File: config.mk
export PLATFORM = sky130hd
export DESIGN_NAME = conv_mac_1
export DESIGN_NICKNAME = d
export VERILOG_FILES = /design/src/rtl/conv_mac_1_pkg.sv /design/src/rtl/conv_mac_1_requant.sv /design/src/rtl/conv_mac_1.sv
export SDC_FILE = /design/constraint.sdc
export NUM_CORES = 1
export LEC_CHECK = 0
export BUFFER_PORTS_ARGS = -buffer_cell sky130_fd_sc_hd__buf_2
export CAP_MARGIN = 20
export CORE_MARGIN = 2
export CORE_UTILIZATION = 35
export CTS_CLUSTER_SIZE = 30
export DETAILED_ROUTE_END_ITERATION = 8
export PLACE_DENSITY_LB_ADDON = 0.3
export SETUP_SLACK_MARGIN = 0.3
export SLEW_MARGIN = 20
export SYNTH_ARGS = -nofsm -noshare
export SYNTH_HDL_FRONTEND = slang
export SYNTH_SLANG_ARGS = --single-unit
File: constraint.sdc
create_clock -name ap_clk -period 7.3 [get_ports ap_clk]
set_input_delay 0.73 -clock ap_clk [delete_from_list [all_inputs] [get_ports ap_clk]]
set_output_delay 0.73 -clock ap_clk [all_outputs]
set_load 0.02 [all_outputs]
File: src/rtl/conv_mac_1_pkg.sv
// Layer-1 convolution constants, MAC state encoding and width helpers.
package conv_mac_1_pkg;

    typedef enum logic {
        ACC  = 1'b0,
        EMIT = 1'b1
    } state_e;

    localparam int unsigned L1_KERN_SIZE = 9;
    localparam int unsigned L1_COEFF_W   = 16;
    localparam int unsigned L1_PIX_W     = 16;
    localparam int unsigned L1_OUT_W     = 16;
    localparam int unsigned L1_FRAC_BITS = 8;

    // Wide enough that KERN_SIZE full-scale products can never overflow.
    function automatic int unsigned acc_width(input int unsigned pix_w,
                                              input int unsigned coeff_w,
                                              input int unsigned kern);
        return pix_w + coeff_w + $clog2(kern);
    endfunction

    function automatic int unsigned cnt_width(input int unsigned kern);
        return (kern > 1) ? $clog2(kern) : 1;
    endfunction

endpackage

File: src/rtl/conv_mac_1_requant.sv
// Layer-1 requantiser: arithmetic shift, saturate to OUT_W, optional ReLU.
// Macro CONV_1_RELU_EN clamps negative results to zero.
module conv_1_requant
    import conv_mac_1_pkg::*;
#(
    parameter int unsigned ACC_W     = acc_width(L1_PIX_W, L1_COEFF_W, L1_KERN_SIZE),
    parameter int unsigned OUT_W     = L1_OUT_W,
    parameter int unsigned FRAC_BITS = L1_FRAC_BITS
) (
    input  logic signed [ACC_W-1:0] acc_i,
    output logic signed [OUT_W-1:0] dout_o
);

    localparam logic signed [ACC_W-1:0] MAX_V = {{(ACC_W-OUT_W+1){1'b0}}, {(OUT_W-1){1'b1}}};
    localparam logic signed [ACC_W-1:0] MIN_V = {{(ACC_W-OUT_W+1){1'b1}}, {(OUT_W-1){1'b0}}};

    logic signed [ACC_W-1:0] shifted;
    logic signed [OUT_W-1:0] sat;

    always_comb begin
        shifted = acc_i >>> FRAC_BITS;
        if (shifted > MAX_V) begin
            sat = {1'b0, {(OUT_W-1){1'b1}}};
        end else if (shifted < MIN_V) begin
            sat = {1'b1, {(OUT_W-1){1'b0}}};
        end else begin
            sat = shifted[OUT_W-1:0];
        end
`ifdef CONV_1_RELU_EN
        if (sat[OUT_W-1]) begin
            sat = '0;
        end
`else
`endif
        dout_o = sat;
    end

endmodule

File: src/rtl/conv_mac_1.sv
// Layer-1 multiply-accumulate stage between FIFO-handshake pixel/weight streams and output FIFO.
// Macro CONV_1_RELU_EN enables ReLU on the emitted sample (see conv_1_requant).
module conv_mac_1
    import conv_mac_1_pkg::*;
#(
    parameter int unsigned KERN_SIZE = L1_KERN_SIZE,
    parameter int unsigned COEFF_W   = L1_COEFF_W,
    parameter int unsigned PIX_W     = L1_PIX_W,
    parameter int unsigned OUT_W     = L1_OUT_W,
    parameter int unsigned FRAC_BITS = L1_FRAC_BITS
) (
    input  logic               ap_clk,
    input  logic               ap_rst_n,
    input  logic [PIX_W-1:0]   input_V_dout,
    input  logic               input_V_empty_n,
    output logic               input_V_read,
    input  logic [COEFF_W-1:0] weight_V_dout,
    input  logic               weight_V_empty_n,
    output logic               weight_V_read,
    output logic [OUT_W-1:0]   output_V_din,
    input  logic               output_V_full_n,
    output logic               output_V_write
);

    localparam int unsigned ACC_W  = acc_width(PIX_W, COEFF_W, KERN_SIZE);
    localparam int unsigned CNT_W  = cnt_width(KERN_SIZE);
    localparam int unsigned PROD_W = PIX_W + COEFF_W;
    localparam logic [CNT_W-1:0] LAST_TAP = CNT_W'(KERN_SIZE - 1);

    state_e                    state_q, state_d;
    logic signed [ACC_W-1:0]   acc_q, acc_d, acc_sum;
    logic [CNT_W-1:0]          cnt_q, cnt_d;
    logic signed [OUT_W-1:0]   dout_q, dout_d, req_out;
    logic signed [PROD_W-1:0]  prod;
    logic                      fire;

    assign prod    = $signed(input_V_dout) * $signed(weight_V_dout);
    assign acc_sum = acc_q + ACC_W'(prod);

    // The final tap's sum is requantised on the fly and registered, so the
    // emitted sample is stable for the whole EMIT state.
    conv_1_requant #(
        .ACC_W     (ACC_W),
        .OUT_W     (OUT_W),
        .FRAC_BITS (FRAC_BITS)
    ) u_requant (
        .acc_i  (acc_sum),
        .dout_o (req_out)
    );

    always_comb begin
        state_d        = state_q;
        acc_d          = acc_q;
        cnt_d          = cnt_q;
        dout_d         = dout_q;
        fire           = 1'b0;
        input_V_read   = 1'b0;
        weight_V_read  = 1'b0;
        output_V_write = 1'b0;
        case (state_q)
            ACC: begin
                fire          = input_V_empty_n & weight_V_empty_n;
                input_V_read  = fire;
                weight_V_read = fire;
                if (fire) begin
                    if (cnt_q == LAST_TAP) begin
                        acc_d   = '0;
                        cnt_d   = '0;
                        dout_d  = req_out;
                        state_d = EMIT;
                    end else begin
                        acc_d = acc_sum;
                        cnt_d = cnt_q + 1'b1;
                    end
                end
            end
            EMIT: begin
                output_V_write = output_V_full_n;
                if (output_V_full_n) begin
                    state_d = ACC;
                end
            end
            default: state_d = ACC;
        endcase
    end

    always_ff @(posedge ap_clk) begin
        if (!ap_rst_n) begin
            state_q <= ACC;
            acc_q   <= '0;
            cnt_q   <= '0;
            dout_q  <= '0;
        end else begin
            state_q <= state_d;
            acc_q   <= acc_d;
            cnt_q   <= cnt_d;
            dout_q  <= dout_d;
        end
    end

    assign output_V_din = dout_q;

endmodule

==> key figures <==
Timing
  • Slew @ Worst Pin: 958.5 ps
  • Setup ws final: roughly 310 ps
  • Crit share post-route: 95.76%
  • Final setup viols: 0
  • Setup tns final: 0 ps
  • Slew headroom: a little over a third
  • Fin Clk Skew: between 9 and 10 ps
  • Post-layout min period: 6991 ps
  • Final hold vios: 0
  • Unrepaired setup endpoints after global routing: true
  • Fmax: 143.1 MHz
  • Fin. max-slew vios: 0

Synth
  • Synth top cells by count: 368 x inv_1, 314 x fa_1, 174 x nand2_1
  • Synth async-reset ratio: 0%
  • Yosys warns: 0
  • Most numerous cell in the Yosys netlist: inv_1
  • Post-Syn Area: roughly 15000 sq um
  • Syn Nets: 2050
  • #FFs+latches synth: 57
  • Register area share after synthesis: 7.853%
  • Post-synthesis instance total: approximately 1600
  • Post-synth top area cell: fa_1
  • EDFF count, synth: 0
  • Main synth FF type: dfxtp_1
  • Synth unique cells: 66
  • Synth top area cells: fa_1 43%, inv_1 9.5%, ha_1 9.4%
  • Avg Cell Area, Syn: 9.138 sq um
  • Synth top area share: between 40% and 50%

Placement
  • DP Cell Count: 2263
  • Final HPWL DP: 31780 microns
  • Placer Congestion: 0.8441
  • DP Worst Slack: -258.4 ps
  • PortBufs: 55

Setup path
  • WS Path Type: input pin to flip-flop
  • CP max stage delay: 580 ps
  • Startpoint types: input pin
  • Slowest-stage cell, CP: fa_1
  • WP data required: roughly 7600 ps
  • Crit-path max FO: 8
  • Crit-path cells: buf_12, and2_4, fa_1, inv_2, fa_1, inv_2, fa_1, fa_2, fa_1, inv_2, fa_1, inv_2, ha_4, nand4_1, nor2_2, nor4_4, a21oi_4, o311a_4, o2111a_1, a211o_1, or4_4, buf_12, o2bb2ai_4, o221a_1
  • Most common cell type on the critical path: fa_1
  • Worst setup EP type: flip-flop
  • CP bufs+invs: 6
  • CP top delay family: adder cells
  • Worst Path Arrival: between 7000 and 8000 ps

Clocking
  • Cts hold-fix bufs: 0
  • CTS Buffer Depth: 2
  • Clock Latency Late Sink: 340 ps
  • Clk pin slew, worst setup/hold paths: 60 ps
  • H-tree levels: 3
  • CTS Buf Count: 9
  • TritonCTS clock tree: yes
  • Clock sinks: 57
  • CTS root buf: clkbuf_16

GRT
  • Tot GR Track Use: ~18%
  • Largest net degree at the start of global routing: 57
  • Antenna violations before repair: 0
  • Grt total ovfl: 0
  • First-pass GRT wire length: between 60000 and 70000 microns
  • Vias in the first global route: approximately 12000

Route
  • Pre-antenna DRT Iters: 5
  • Routed len/inst: ~16 microns
  • Vias: 11190
  • DR DRC count: 0
  • Iter 0 DRT Violations: 495
  • Drt total wl: between 30000 and 40000 microns
  • Drt via density: 4.861
  • Routed Antenna Nets: 0

Cells and area
  • Storage cell area: 1141 sq um
  • Diode count: 0
  • Area Growth Syn to Fin: 23.16%
  • Share of cells above drive strength 1: 21.47%
  • Final Util: 43.73%
  • Nets: 2226
  • Total area of multi-input combinational cells: 12370 sq um
  • Fill count: 4001
  • Fin cells: 2302

Die
  • Die height: 207.8 microns
  • Die area: 43160 sq um
  • Ports: 56
  • Rows: between 70 and 80
  • Die X: 207.8 microns
  • Core area: 40920 sq um
  • Starting density of the core: 35.51%

Run status
  • Status: finished, final reports clean

Min path
  • Worst hold path class: flip-flop to flip-flop

Flow run
  • Max_cap viols: 0
[final cells by class]
cell class | count | share of cell area (%)
Multi-Input combinational cell | 1096 | 69.14
Timing Repair Buffer | 234 | 11.13
Inverter | 368 | 7.719
Sequential cell | 57 | 6.376
Tap cell | 532 | 3.719
Clock buffer | 10 | 1.335
Clock inverter | 5 | 0.5803
[worst register-to-register path, cell delays in order (launching register included)]
cell and delay (ps):
dfxtp_1 330, inv_1 60, fa_1 490, inv_1 50, fa_1 520, fa_1 450, fa_1 580, inv_2 50
fa_1 520, inv_2 50, ha_4 230, nand4_1 170, nor2_2 80, nor4_4 370, a21oi_4 120, o311a_4 340
o2111a_1 250, a211o_1 300, or4_4 540, buf_12 180, o2bb2ai_4 130, o221a_1 190
[final timing paths]
path | cells past startpoint | slack (ps) | end | start
setup reg to reg | 21 | 1240 | output_V_din[13] | acc_q[15]
hold reg to reg | 1 | 500 | output_V_din[15] | output_V_din[15]
setup / recovery | 24 | 310 | output_V_din[13] | weight_V_dout[11]
hold / removal | 1 | 500 | output_V_din[15] | output_V_din[15]
[cell usage in the layout, fill, tap and decap left out, types with 13 or more instances in the layout]
master     count
buf_2         31
fa_1         302
o221a_1       15
buf_6         14
xnor2_1       19
o21ai_0       18
buf_12        14
dfxtp_1       57
a21o_1        15
buf_4        163
a22oi_1       30
a21oi_1       13
and2_1       125
inv_1        358
clkbuf_16     13
nor2b_1       34
ha_1          97
nor2_1        29
nand2_1      166
[sequential cells by signal (all words and copies together) (netlist names)]
signal / cells
acc_q: 36
output_V_din: 16
cnt_q: 4
state_q: 1
[kinds of logic after synthesis]
logic type	synth area share (%)
AOI/OAI and AO/OA	10.22
buffers and inverters	11.40
muxes	0.1378
DFF	7.853
and+or+nand+nor	15.81
xor gates and xnor gates	1.929
adders and majority gates	52.65
[layer usage]
layer,vias up,GRT usage [%],share of wire (%)
li1,5248,-,-
met1,5726,25.05,45
met2,179,29.80,50
met3,36,1.679,3.2
met4,0,3.277,1.5
met5,-,0,0
[metrics by stage]
stage                     hold WS, ps  instance area (sq um)
after floorplan                 459.7                  14790
after global placement          483.0                  16640
after detailed placement        489.2                  16640
after CTS                       502.4                  17120
after global routing            524.1                  17900
final                           501.3                  17900
[repair_timing]
item                                    in CTS  in global routing
gates cloned                                 0                  5
setup buffers                                0                 19
gates resized for setup                     27                140
endpoints found under the hold margin        0                  0
pin swaps                                    8                 63
endpoints found under the setup margin      15                 17
Power is not shown: default switching activity piles up to over one toggle a cycle in this logic, so the estimate is an artifact.
